File: src/rtl/codec_init_seq.sv
// codec_init_seq: drives the codec_prgm I2C writer. After reset it walks the
// 11-entry WM8731 init table, one 3-byte write per entry, then serves single
// register writes from one user requester. Runs entirely on the I2C bit-rate clock.
module codec_init_seq #(
    parameter logic [7:0] SLAVE_ADDR = 8'h34,
    parameter int         GAP_CYCLES = 4,
    parameter int         TIMEOUT    = 63
) (
    input  logic        i_clk_br,
    input  logic        i_ar,
    input  logic        i_start,
    input  logic        i_usr_req,
    input  logic [6:0]  i_usr_addr,
    input  logic [8:0]  i_usr_data,
    output logic        o_usr_ack,
    input  logic        i_prgm_done,
    output logic [23:0] o_data_codec,
    output logic        o_activate,
    output logic        o_busy,
    output logic        o_init_done,
    output logic        o_err
);

    typedef enum logic [2:0] {
        S_IDLE,
        S_LOAD,
        S_XFER,
        S_RELEASE,
        S_GAP
    } state_t;

    localparam logic [3:0] LAST_IDX   = 4'd10;
    localparam logic [7:0] TIMER_LAST = 8'(TIMEOUT - 1);
    localparam logic [7:0] GAP_LAST   = 8'(GAP_CYCLES - 1);

    state_t      r_state;
    logic [3:0]  r_idx;
    logic        r_src_user;
    logic        r_start_pend;
    logic [7:0]  r_timer;
    logic [7:0]  r_gap;
    logic        r_activate;
    logic [23:0] r_data_codec;
    logic        r_busy;
    logic        r_init_done;
    logic        r_usr_ack;
    logic        r_err;

    logic [15:0] w_next_entry;

    // Init table: {register address[6:0], register value[8:0]}
    function automatic logic [15:0] f_table(input logic [3:0] idx);
        logic [15:0] entry;
        case (idx)
            4'd0:    entry = {7'd15, 9'h000};
            4'd1:    entry = {7'd0,  9'h017};
            4'd2:    entry = {7'd1,  9'h017};
            4'd3:    entry = {7'd2,  9'h079};
            4'd4:    entry = {7'd3,  9'h079};
            4'd5:    entry = {7'd4,  9'h012};
            4'd6:    entry = {7'd5,  9'h000};
            4'd7:    entry = {7'd6,  9'h000};
            4'd8:    entry = {7'd7,  9'h002};
            4'd9:    entry = {7'd8,  9'h000};
            4'd10:   entry = {7'd9,  9'h001};
            default: entry = 16'h0000;
        endcase
        return entry;
    endfunction

    // Entry following the current one, loaded when GAP advances the table
    assign w_next_entry = f_table(r_idx + 4'd1);

    // Sequencer: the transfer word is latched on entry to LOAD so it is stable
    // a full cycle before activate rises and for the whole transfer.
    always_ff @(posedge i_clk_br or negedge i_ar) begin
        if (!i_ar) begin
            r_state      <= S_IDLE;
            r_idx        <= 4'd0;
            r_src_user   <= 1'b0;
            r_start_pend <= 1'b0;
            r_timer      <= 8'd0;
            r_gap        <= 8'd0;
            r_activate   <= 1'b0;
            r_data_codec <= 24'd0;
            r_busy       <= 1'b0;
            r_init_done  <= 1'b0;
            r_usr_ack    <= 1'b0;
            r_err        <= 1'b0;
        end else begin
            r_usr_ack <= 1'b0;
            if (i_start) begin
                r_start_pend <= 1'b1;
            end
            case (r_state)
                S_IDLE: begin
                    // IDLE with init_done low only happens right after reset,
                    // which must kick off the table just like a start request.
                    if (r_start_pend || !r_init_done) begin
                        r_start_pend <= i_start;
                        r_idx        <= 4'd0;
                        r_src_user   <= 1'b0;
                        r_err        <= 1'b0;
                        r_init_done  <= 1'b0;
                        r_busy       <= 1'b1;
                        r_data_codec <= {SLAVE_ADDR, f_table(4'd0)};
                        r_state      <= S_LOAD;
                    end else if (i_usr_req) begin
                        r_src_user   <= 1'b1;
                        r_usr_ack    <= 1'b1;
                        r_busy       <= 1'b1;
                        r_data_codec <= {SLAVE_ADDR, i_usr_addr, i_usr_data};
                        r_state      <= S_LOAD;
                    end
                end
                S_LOAD: begin
                    r_timer    <= 8'd0;
                    r_activate <= 1'b1;
                    r_state    <= S_XFER;
                end
                S_XFER: begin
                    if (i_prgm_done) begin
                        r_activate <= 1'b0;
                        r_state    <= S_RELEASE;
                    end else if (r_timer == TIMER_LAST) begin
                        // Give up on this entry but keep walking the table
                        r_err      <= 1'b1;
                        r_activate <= 1'b0;
                        r_state    <= S_RELEASE;
                    end else begin
                        r_timer <= r_timer + 8'd1;
                    end
                end
                S_RELEASE: begin
                    if (!i_prgm_done) begin
                        r_gap   <= 8'd0;
                        r_state <= S_GAP;
                    end
                end
                S_GAP: begin
                    if (r_gap == GAP_LAST) begin
                        if (r_start_pend || r_src_user) begin
                            r_busy  <= 1'b0;
                            r_state <= S_IDLE;
                        end else if (r_idx == LAST_IDX) begin
                            r_init_done <= 1'b1;
                            r_busy      <= 1'b0;
                            r_state     <= S_IDLE;
                        end else begin
                            r_idx        <= r_idx + 4'd1;
                            r_data_codec <= {SLAVE_ADDR, w_next_entry};
                            r_state      <= S_LOAD;
                        end
                    end else begin
                        r_gap <= r_gap + 8'd1;
                    end
                end
                default: begin
                    r_busy  <= 1'b0;
                    r_state <= S_IDLE;
                end
            endcase
        end
    end

    assign o_usr_ack    = r_usr_ack;
    assign o_data_codec = r_data_codec;
    assign o_activate   = r_activate;
    assign o_busy       = r_busy;
    assign o_init_done  = r_init_done;
    assign o_err        = r_err;

endmodule
File: config.mk
export PLATFORM = sky130hd
export DESIGN_NAME = codec_init_seq
export DESIGN_NICKNAME = d
export VERILOG_FILES = /design/src/rtl/codec_init_seq.sv
export SDC_FILE = /design/constraint.sdc
export NUM_CORES = 1
export LEC_CHECK = 0
export CAP_MARGIN = 20
export CORE_MARGIN = 2
export CORE_UTILIZATION = 55
export DETAILED_ROUTE_END_ITERATION = 6
export PLACE_DENSITY_LB_ADDON = 0.08
export REMOVE_ABC_BUFFERS = 1
export SLEW_MARGIN = 20
export SYNTH_ARGS = -nofsm -noshare
export SYNTH_HDL_FRONTEND = slang
export SYNTH_SLANG_ARGS = --single-unit
File: constraint.sdc
create_clock -name i_clk_br -period 4.04 [get_ports i_clk_br]
set_input_delay 1.01 -clock i_clk_br [delete_from_list [all_inputs] [get_ports i_clk_br]]
set_output_delay 1.01 -clock i_clk_br [all_outputs]
set_load 0.005 [all_outputs]
Word-level counts from Yosys, hierarchy flattened. Memory sizes are Yosys's and may differ from the RTL's. Index checks and enable logic that the tools add are counted.

Register bits: 54. Bits in read-only memories: 176. Bits of input ports: 21. Output and inout bits: 29. Logic and storage cells: 107. Memories kept: 1.

Memory list: (no name shown) (depth 16, width 11, read ports 1, clocked after Yosys merged registers in 0, write ports 0, RTL line 54) `case (idx)`.

Add/subtract/negate cells: 3. Eq/ne operators: 20. Multiplexer cells: 50. Bitwise logic cells: 1. Reduce and logical (&&, ||, !) cells: 20.

Operators by type and width (count): $mux 24 (5); $pmux 24 s2 (1); $mux 8 (4); $pmux 8 s2 (2); $mux 1 (22); $ne 2x2->1 const B (10); $mux 3 (6); $add 8x1->8 const B (2); $mux 4 (4); $pmux 3 s5 (1); $reduce_and 5->1 (3); $reduce_and 4->1 (3); $reduce_bool 2->1 (5); $ne 3x3->1 const B (3); $eq 8x2->1 const B (1); $eq 8x6->1 const B (1); $pmux 4 s2 (1); $eq 3x2->1 const B (2); $pmux 1 s2 (3); $reduce_and 3->1 (2); $add 4x1->4 const B (1); $eq 4x4->1 const B (1); $reduce_and 2->1 (2); $eq 3x1->1 const B (1); other kinds (7) (8).

Logic depth before layout (Yosys ltp). Gate-level depths: netlist of run 1. An unclocked memory read counts as a cell.

Depth in word-level cells: 6. Mapped depth: 8. Mapped depth without buffers: 7.

Least setup slack after synthesis of run 1. Ideal clock, no wire load.

Kind: input -> register. Start: input i_usr_req. End: register r_data_codec[9], in the netlist o_data_codec[9]. Setup time: 0.118 ns. Arrival: 1.827 ns. Required time: 3.922 ns. Path slack: 2.095 ns. Stages: 5. Path buffers: 1. Path through: nor3_1 > a211o_1 > buf_2 > a21oi_1 > a21o_1.

Longest elaborated chain between the ends: 2.

RTL lines: start, declared (RTL line 12) `input logic i_usr_req,`; $ne 3x3->1 (no line); $reduce_and 5->1 (no line); end signal, assigned (RTL line 106) `r_data_codec <= {SLAVE_ADDR, f_table(4'd0)};`; end signal, assigned (RTL line 112) `r_data_codec <= {SLAVE_ADDR, i_usr_addr, i_usr_data};`; end signal, assigned (RTL line 151) `r_data_codec <= {SLAVE_ADDR, w_next_entry};`; end, declared (RTL line 43) `logic [23:0] r_data_codec;`.

Every way passes these cells. A chain may end at the register's enable or synchronous reset.

Worst setup path after layout of run 1.
Start: input i_usr_req. End: register r_data_codec[12], in the netlist o_data_codec[12].

Same word-level chain as after synthesis.

==> results of run 1 <==
-- power groups by stage --
stage	combinational (mW)	clock (mW)	sequential, mW
after floorplan	0.377	0	0.695
after global placement	0.623	0	0.715
after detailed placement	0.639	0	0.717
after CTS	0.641	0.375	0.709
after global routing	0.721	0.395	0.730
final	0.635	0.363	0.710
-- cells in the final DEF (no fill, tap or decap), types with 3 or more instances in the layout --
| cell | count |
|---|---|
| sky130_fd_sc_hd__clkbuf_8 | 6 |
| sky130_fd_sc_hd__clkdlybuf4s50_1 | 43 |
| sky130_fd_sc_hd__a21oi_1 | 17 |
| sky130_fd_sc_hd__nand2b_1 | 5 |
| sky130_fd_sc_hd__a211oi_1 | 5 |
| sky130_fd_sc_hd__xor2_1 | 13 |
| sky130_fd_sc_hd__and3_1 | 5 |
| sky130_fd_sc_hd__dfrtp_1 | 47 |
| sky130_fd_sc_hd__xnor2_1 | 3 |
| sky130_fd_sc_hd__inv_1 | 8 |
| sky130_fd_sc_hd__nor2_1 | 30 |
| sky130_fd_sc_hd__o21ai_0 | 20 |
| sky130_fd_sc_hd__nand2_1 | 31 |
| sky130_fd_sc_hd__nand3_1 | 12 |
| sky130_fd_sc_hd__nor3_1 | 5 |
| sky130_fd_sc_hd__nor3_2 | 3 |
| sky130_fd_sc_hd__conb_1 | 5 |
| sky130_fd_sc_hd__nor3b_1 | 3 |
| sky130_fd_sc_hd__nand4_1 | 5 |
| sky130_fd_sc_hd__ha_1 | 9 |
| sky130_fd_sc_hd__nor4_1 | 3 |
-- worst register-to-register path, delay by kind of cell, from the launching register on --
family                     cells  cell delay, ps
adders and majority gates      1             230
AOI/OAI and AO/OA              4            1370
DFF                            1             430
and+or+nand+nor                1             330
-- through the flow --
step                      instances  instance area (um2)  hold WS [ps]
final                           366                 3069         471.6
after global placement          358                 2945         455.3
after floorplan                 261                 2437         462.7
after CTS                       366                 3067         477.4
after global routing            366                 3069         495.5
after detailed placement        358                 2945         455.7
-- Yosys cell counts (3+ instances only) --
cell | number | area (um2)
sky130_fd_sc_hd__inv_1 | 8 | 30.03
sky130_fd_sc_hd__nor3_1 | 5 | 25.02
sky130_fd_sc_hd__buf_4 | 7 | 52.55
sky130_fd_sc_hd__a21oi_1 | 17 | 85.08
sky130_fd_sc_hd__clkbuf_1 | 6 | 22.52
sky130_fd_sc_hd__and3_1 | 5 | 31.28
sky130_fd_sc_hd__nor2_1 | 30 | 112.6
sky130_fd_sc_hd__dfrtp_1 | 47 | 1176
sky130_fd_sc_hd__nor3b_1 | 3 | 22.52
sky130_fd_sc_hd__buf_2 | 7 | 35.03
sky130_fd_sc_hd__nor4_1 | 3 | 18.77
sky130_fd_sc_hd__nand2_1 | 31 | 116.4
sky130_fd_sc_hd__xnor2_1 | 3 | 26.28
sky130_fd_sc_hd__xor2_1 | 13 | 113.9
sky130_fd_sc_hd__ha_1 | 9 | 112.6
sky130_fd_sc_hd__nand3_1 | 12 | 60.06
sky130_fd_sc_hd__o21ai_0 | 20 | 100.1
sky130_fd_sc_hd__nor3_2 | 3 | 30.03
sky130_fd_sc_hd__a211oi_1 | 5 | 37.54
sky130_fd_sc_hd__nand2b_1 | 5 | 31.28
sky130_fd_sc_hd__nand4_1 | 5 | 31.28
-- layer usage --
layer,vias up,track usage (%)
met2,51,34.88
met1,997,32.35
met5,-,0
met4,0,7.547
li1,1016,-
met3,4,4.923
-- how the worst max path moves through the flow --
stage,start,to
floorplan,r_state[2],o_data_codec[9]
global placement,i_usr_req,o_data_codec[11]
detailed placement,i_usr_req,o_data_codec[11]
CTS,i_usr_req,o_data_codec[9]
global route,i_usr_req,o_data_codec[12]
finish,i_usr_req,o_data_codec[12]
-- layout make-up --
| type | instances | area share [%] |
|---|---|---|
| well taps | 52 | 2.120 |
| flip-flops and latches | 47 | 38.32 |
| multi-input cells | 206 | 40.11 |
| clock inverters | 2 | 1.264 |
| clock buffers | 6 | 2.691 |
| inverters | 8 | 0.9784 |
| repair buffers | 45 | 14.51 |
-- cell families after synthesis --
family                     after synthesis
muxes                                    2
AOI/OAI and AO/OA                       62
adders and majority gates                9
DFF                                     47
other                                    1
buffers and inverters                   28
and+or+nand+nor                        112
xor gates and xnor gates                16
-- state kept, by name, summed over array words and instances (netlist names) --
| register | cells |
|---|---|
| r_src_user | 1 |
| o_busy | 1 |
| o_init_done | 1 |
| o_activate | 1 |
| o_usr_ack | 1 |
| o_err | 1 |
| r_gap | 8 |
| o_data_codec | 17 |
| r_start_pend | 1 |
| r_timer | 8 |
| r_idx | 4 |
| r_state | 3 |
==> impl_metrics.yaml, run 1 <==
power_and_ir_drop:
  switching_share_pct: 36.04
  power.net_switching_uw: 615.6
  fin_total_pwr_mw: 1.708
  power.share.sequential_pct: 41.6
  power.clock.fraction_pct: 21.3
  p_per_area_nw_per_um2: 556.5
  ir_worst_vdd_mv: 0.2783
  internal_power_mw: 1.092
  comb_power_share_pct: 37.2
  static-leakage-power_nw: 1.356
finish:
  num_antenna_cells: 0
  multiInputGateArea_um2: 1231
  areaGrowthSynthToFinish_pct: 21.20
  post_route_cells_drive_above_1_share_pct: 6.051
  finalCoreUtilization_pct: 70.01
  num-fill-cells: 364
  finish.net_count: 343
  seqCellArea_um2: 1176
critical_path:
  reg2reg_setup_slack_ps: 1600
  worstSetupPathType: "input pin to flop"
  worst_path_most_repeated_cell: "sky130_fd_sc_hd__o21ai_0"
  critical_path.reg2reg.startpoint: "r_gap[0]"
  required_ps: 4250
  path_cells: "clkdlybuf4s50_1 -> nor3_1 -> a211oi_2 -> o21ai_0 -> o21ai_0"
  critPathBufInv: 1
  path_delay_family: "compound AO/OA/AOI/OAI gates"
  cp_slowest_stage_delay_ps: 730
  setup.worst_path.end_class: "flop"
  critical-path-slowest-cell: "sky130_fd_sc_hd__a211oi_2"
  setup.worst_path.start_class: "input pin"
  worstReg2RegEnd: "o_data_codec[12]"
  cp_data_arrival_time_ps: 2770
  crit_fanout: 13
  cp_num_cells: 5
  rr_worst_depth: 6
route:
  detail_route.wl_per_cell_um: 14.46
  met2_length_um: 2421
  dr.first_iter.drc_count: 140
  highest-signal-layer: "met4"
  detailroute.wirelength.met3_um: 238
  dr_total_vias: 2068
  finalWirelength_um: 5291
  detail_route.wirelength.met1_um: 2576
  remaining_drc_errors: 0
  route.detailed.vias_per_inst: 5.650
  detail-route-antenna-nets: 0
  first_pass_iters: 4
timing:
  period_share_pct: 63.16
  setup_tns_final_ps: 0
  worst_slew_margin_rel_pct: 37.39
  tightest_slew_ps: 937.2
  skew_ps: 9.076
  timing_hold_violations_final: 0
  timing.final.max_slew_violations: 0
  setup_violations: 0
  postLayoutSetupSlackWorst_ps: 1488
  timing.final.crit_period_ps: 2552
  grt_setup_unrepaired: "false"
  fmaxAchievable_ghz: 0.3919
clock_tree:
  htreeDepth: 2
  numCtsBuffers: 5
  clock_transition_at_the_registers_of_the_reported_paths_ps: 90
  clk_path_buf_depth: 2
  cts.repair_timing.setup_buffer_count: 0
  cts_hold_fix_bufs: 0
  cts.sink_count: 47
  clock_latency_reported_for_the_late_side_of_the_worst_skew_pair_ps: 300
  tritoncts: "built"
  clk_root_buffer_cell: "sky130_fd_sc_hd__clkbuf_8"
  cts.repair.resized: 0
global_routing:
  number_of_antenna_violations_at_the_first_check_in_global_routing: 0
  first_pass_grt_wire_length_um: 9197
  grt_max_degree: 48
  first_global_vias: 1954
  grt_remaining_overflow: 0
  grtUsageTotal_pct: 22.75
logic_synthesis:
  postSynth.topFlopCell: "sky130_fd_sc_hd__dfrtp_1"
  post_synthesis_cell_type_count: 45
  syn_avg_cell_area_um2: 9.142
  yosys.area_share.adder_pct: 4.447
  post_synth_mux_area_share_pct: 0.7905
  synth_compound_area_share_pct: 15.37
  synth-edff-count: 0
  number_of_synthesized_register_bits: 47
  synthesis.area_um2: 2532
  synth_simple_gate_area_share_pct: 21.74
  synth_top_family_by_area: "simple AND/OR/NAND/NOR gates"
  synth_xor_area_share_pct: 5.534
  postSynthCellCount: 277
  synth_seq_area_share_pct: 46.44
  synthesis.yosys.warnings: 0
  synthArstFlopShare_pct: 100.0
flow_run:
  cap_viol_max_count: 0
die:
  floorplan.initialDensity_pct: 57.76
  floorplan.die.height_um: 71.86
  row_count: 24
  die_span_in_x_um: 71.86
  placeable_area_um2: 4384
  number_of_i_o_pins: 50
  die-area_um2: 5163
placed_design:
  port_buffers: 44
  final_gp_congestion: 0.8821
  placement.setup.worst_slack_ps: 1211
  detailedPlacementHpwl_um: 3811
hold_path:
  min-delay-path-class: "flop to flop"
  whs_endpoint: "o_data_codec[14]"
  worst_hold_path.num_cells: 2
  start_point_of_the_worst_min_delay_path: "o_data_codec[14]"
status:
  status: "finished, final reports clean"
No activity file was read; power rests on OpenSTA's default activity.
==> inputs of run 2 (changes only) <==
--- a/config.mk
+++ b/config.mk
@@ -7,7 +7,7 @@
 export LEC_CHECK = 0
 export CAP_MARGIN = 20
 export CORE_MARGIN = 2
-export CORE_UTILIZATION = 55
+export CORE_UTILIZATION = 52
 export DETAILED_ROUTE_END_ITERATION = 6
 export PLACE_DENSITY_LB_ADDON = 0.08
 export REMOVE_ABC_BUFFERS = 1
==> constraint.sdc (replaced) <==
create_clock -name i_clk_br -period 2.5 [get_ports i_clk_br]
set_input_delay 0.625 -clock i_clk_br [delete_from_list [all_inputs] [get_ports i_clk_br]]
set_output_delay 0.625 -clock i_clk_br [all_outputs]
set_load 0.005 [all_outputs]
==> run 2 against run 1 <==
Against the previous run:
- sequential share of layout area shrank 0.89 points
- utilization fell by 3.5 points
- count of clock-buffer cells in the layout is 1 lower
- critical path type is now flop to flop
- largest cell class unchanged
- highest routed layer unchanged
==> impl_metrics.yaml, run 2 (same netlist as run 1, synthesis figures left out) <==
status:
  status: "finished, final reports clean"
clock_tree:
  cts.repair.resized: 0
  clk_path_buf_depth: 2
  cts.sink_count: 47
  cts.repair_timing.setup_buffer_count: 0
  cts_hold_fix_bufs: 0
  clk_root_buffer_cell: "sky130_fd_sc_hd__clkbuf_8"
  numCtsBuffers: 5
  tritoncts: "built"
  clock_latency_reported_for_the_late_side_of_the_worst_skew_pair_ps: 300
  clock_transition_at_the_registers_of_the_reported_paths_ps: 90
  htreeDepth: 2
finish:
  post_route_cells_drive_above_1_share_pct: 8.100
  layout.cells.most_common: "sky130_fd_sc_hd__dfrtp_1"
  final_cell_count_no_fill: 388
  largest_register_ffs: 17
  areaGrowthSynthToFinish_pct: 24.06
  finish.net_count: 350
  mostFrequentLayoutCells: "sky130_fd_sc_hd__dfrtp_1, sky130_fd_sc_hd__clkdlybuf4s50_1, sky130_fd_sc_hd__nand2_1"
  num_antenna_cells: 0
timing:
  timing_hold_violations_final: 0
  tightest_slew_ps: 818.0
  grt_setup_unrepaired: "false"
  timing.final.max_slew_violations: 0
  timing.final.crit_period_ps: 2112
  worst_slew_margin_rel_pct: 45.27
  setup_violations: 0
  skew_ps: 9.700
  period_share_pct: 84.50
  fmaxAchievable_ghz: 0.4734
  setup_tns_final_ps: 0
die:
  die_span_in_x_um: 73.79
  floorplan.die.height_um: 73.79
  floorplan.initialDensity_pct: 53.62
  number_of_i_o_pins: 50
  die-area_um2: 5444
  placeable_area_um2: 4723
  row_count: 25
critical_path:
  worstSetupPathType: "flop to flop"
  cp_data_arrival_time_ps: 2340
  reg2reg_setup_slack_ps: 390
  setup.worst_path.end_class: "flop"
  setup.worst_path.start_class: "flop"
  crit_fanout: 8
  required_ps: 2730
power_and_ir_drop:
  internal_power_mw: 1.799
  comb_power_share_pct: 39.6
  power.share.sequential_pct: 40.7
  power.clock.fraction_pct: 19.7
  static-leakage-power_nw: 1.391
  switching_share_pct: 36.31
  ir_worst_vdd_mv: 0.4093
  power.net_switching_mw: 1.026
  p_per_area_nw_per_um2: 899.4
flow_run:
  cap_viol_max_count: 0
placed_design:
  placed_cells: 380
  final_gp_congestion: 0.8332
  detailedPlacementHpwl_um: 4141
  port_buffers: 44
route:
  dr.first_iter.drc_count: 154
  detail-route-antenna-nets: 0
  finalWirelength_um: 5625
  first_pass_iters: 4
  route.detailed.vias_per_inst: 5.338
  remaining_drc_errors: 0
  dr_total_vias: 2071
  detail_route.wl_per_cell_um: 14.50
global_routing:
  grt_max_degree: 30
  grtUsageTotal_pct: 21.33
  first_pass_grt_wire_length_um: 8887
  first_global_vias: 1871
  number_of_antenna_violations_at_the_first_check_in_global_routing: 0
  grt_remaining_overflow: 0
hold_path:
  min-delay-path-class: "input pin to asynchronous set/reset pin"
-- run 2: cell types whose count changed in the layout (fill, tap and decap cells not counted) --
| cell | change |
|---|---|
| sky130_fd_sc_hd__buf_4 | +5 |
| sky130_fd_sc_hd__buf_12 | +1 |
| sky130_fd_sc_hd__buf_2 | +1 |
| sky130_fd_sc_hd__clkbuf_8 | -1 |
| sky130_fd_sc_hd__clkinv_2 | +1 |
| sky130_fd_sc_hd__clkinv_4 | +1 |
| sky130_fd_sc_hd__inv_6 | -1 |
-- run 2: power by group through the flow --
stage	clock network, mW	logic [mW]	registers (mW)
2_1_floorplan	0	0.610	1.12
3_3_place_gp	0	1.10	1.16
3_5_place_dp	0	1.12	1.16
4_1_cts	0.568	1.12	1.15
5_1_grt	0.592	1.24	1.17
6_report	0.557	1.12	1.15
-- run 2: stage by stage --
stage	power [mW]	utilization [%]	hold slack (ps)	setup slack, ps	instance area [um2]
2_1_floorplan	1.733	-	329.4	316.7	2437
5_1_grt	3.006	66.52	287.3	155.0	3142
3_3_place_gp	2.257	64.13	449.9	350.8	3029
4_1_cts	2.841	66.52	267.3	400.6	3142
3_5_place_dp	2.281	64.13	455.9	303.7	3029
6_report	2.826	66.52	269.2	387.6	3142
-- run 2: layout make-up --
| cell class | instances | area (um2) |
|---|---|---|
| clock buffer | 5 | 68.82 |
| clock inverter | 3 | 43.79 |
| fill | 395 | 1582 |
| inverter | 8 | 30.03 |
| multi-input combinational | 206 | 1231 |
| sequential | 47 | 1176 |
| tap | 67 | 83.83 |
| timing repair buffer | 52 | 508.0 |
-- run 2: final timing paths --
path                                     to  depth (start not counted)             start
setup / recovery            o_data_codec[5]                          7          r_idx[0]
hold / removal                     r_idx[3]                          1              i_ar
setup reg to reg            o_data_codec[5]                          7          r_idx[0]
hold reg to reg            o_data_codec[13]                          2  o_data_codec[13]
max in group asynchronous        r_timer[1]                          2              i_ar
min in group i_clk_br      o_data_codec[13]                          2  o_data_codec[13]
-- run 2: worst max-delay path, stage by stage, from the launching register on --
cell                       delay (ps)
sky130_fd_sc_hd__dfrtp_1          470
sky130_fd_sc_hd__ha_1             270
sky130_fd_sc_hd__ha_1             390
sky130_fd_sc_hd__inv_1            150
sky130_fd_sc_hd__nand2_1           60
sky130_fd_sc_hd__a211oi_1         490
sky130_fd_sc_hd__a211oi_1          90
sky130_fd_sc_hd__nor2_1           110
-- run 2: metal layers --
| metal | share of wire (%) | track usage (%) |
|---|---|---|
| met1 | 50 | 31.37 |
| met2 | 46 | 31.85 |
| met3 | 3.4 | 3.429 |
| met4 | 1.2 | 7.475 |
| met5 | 0 | 0 |
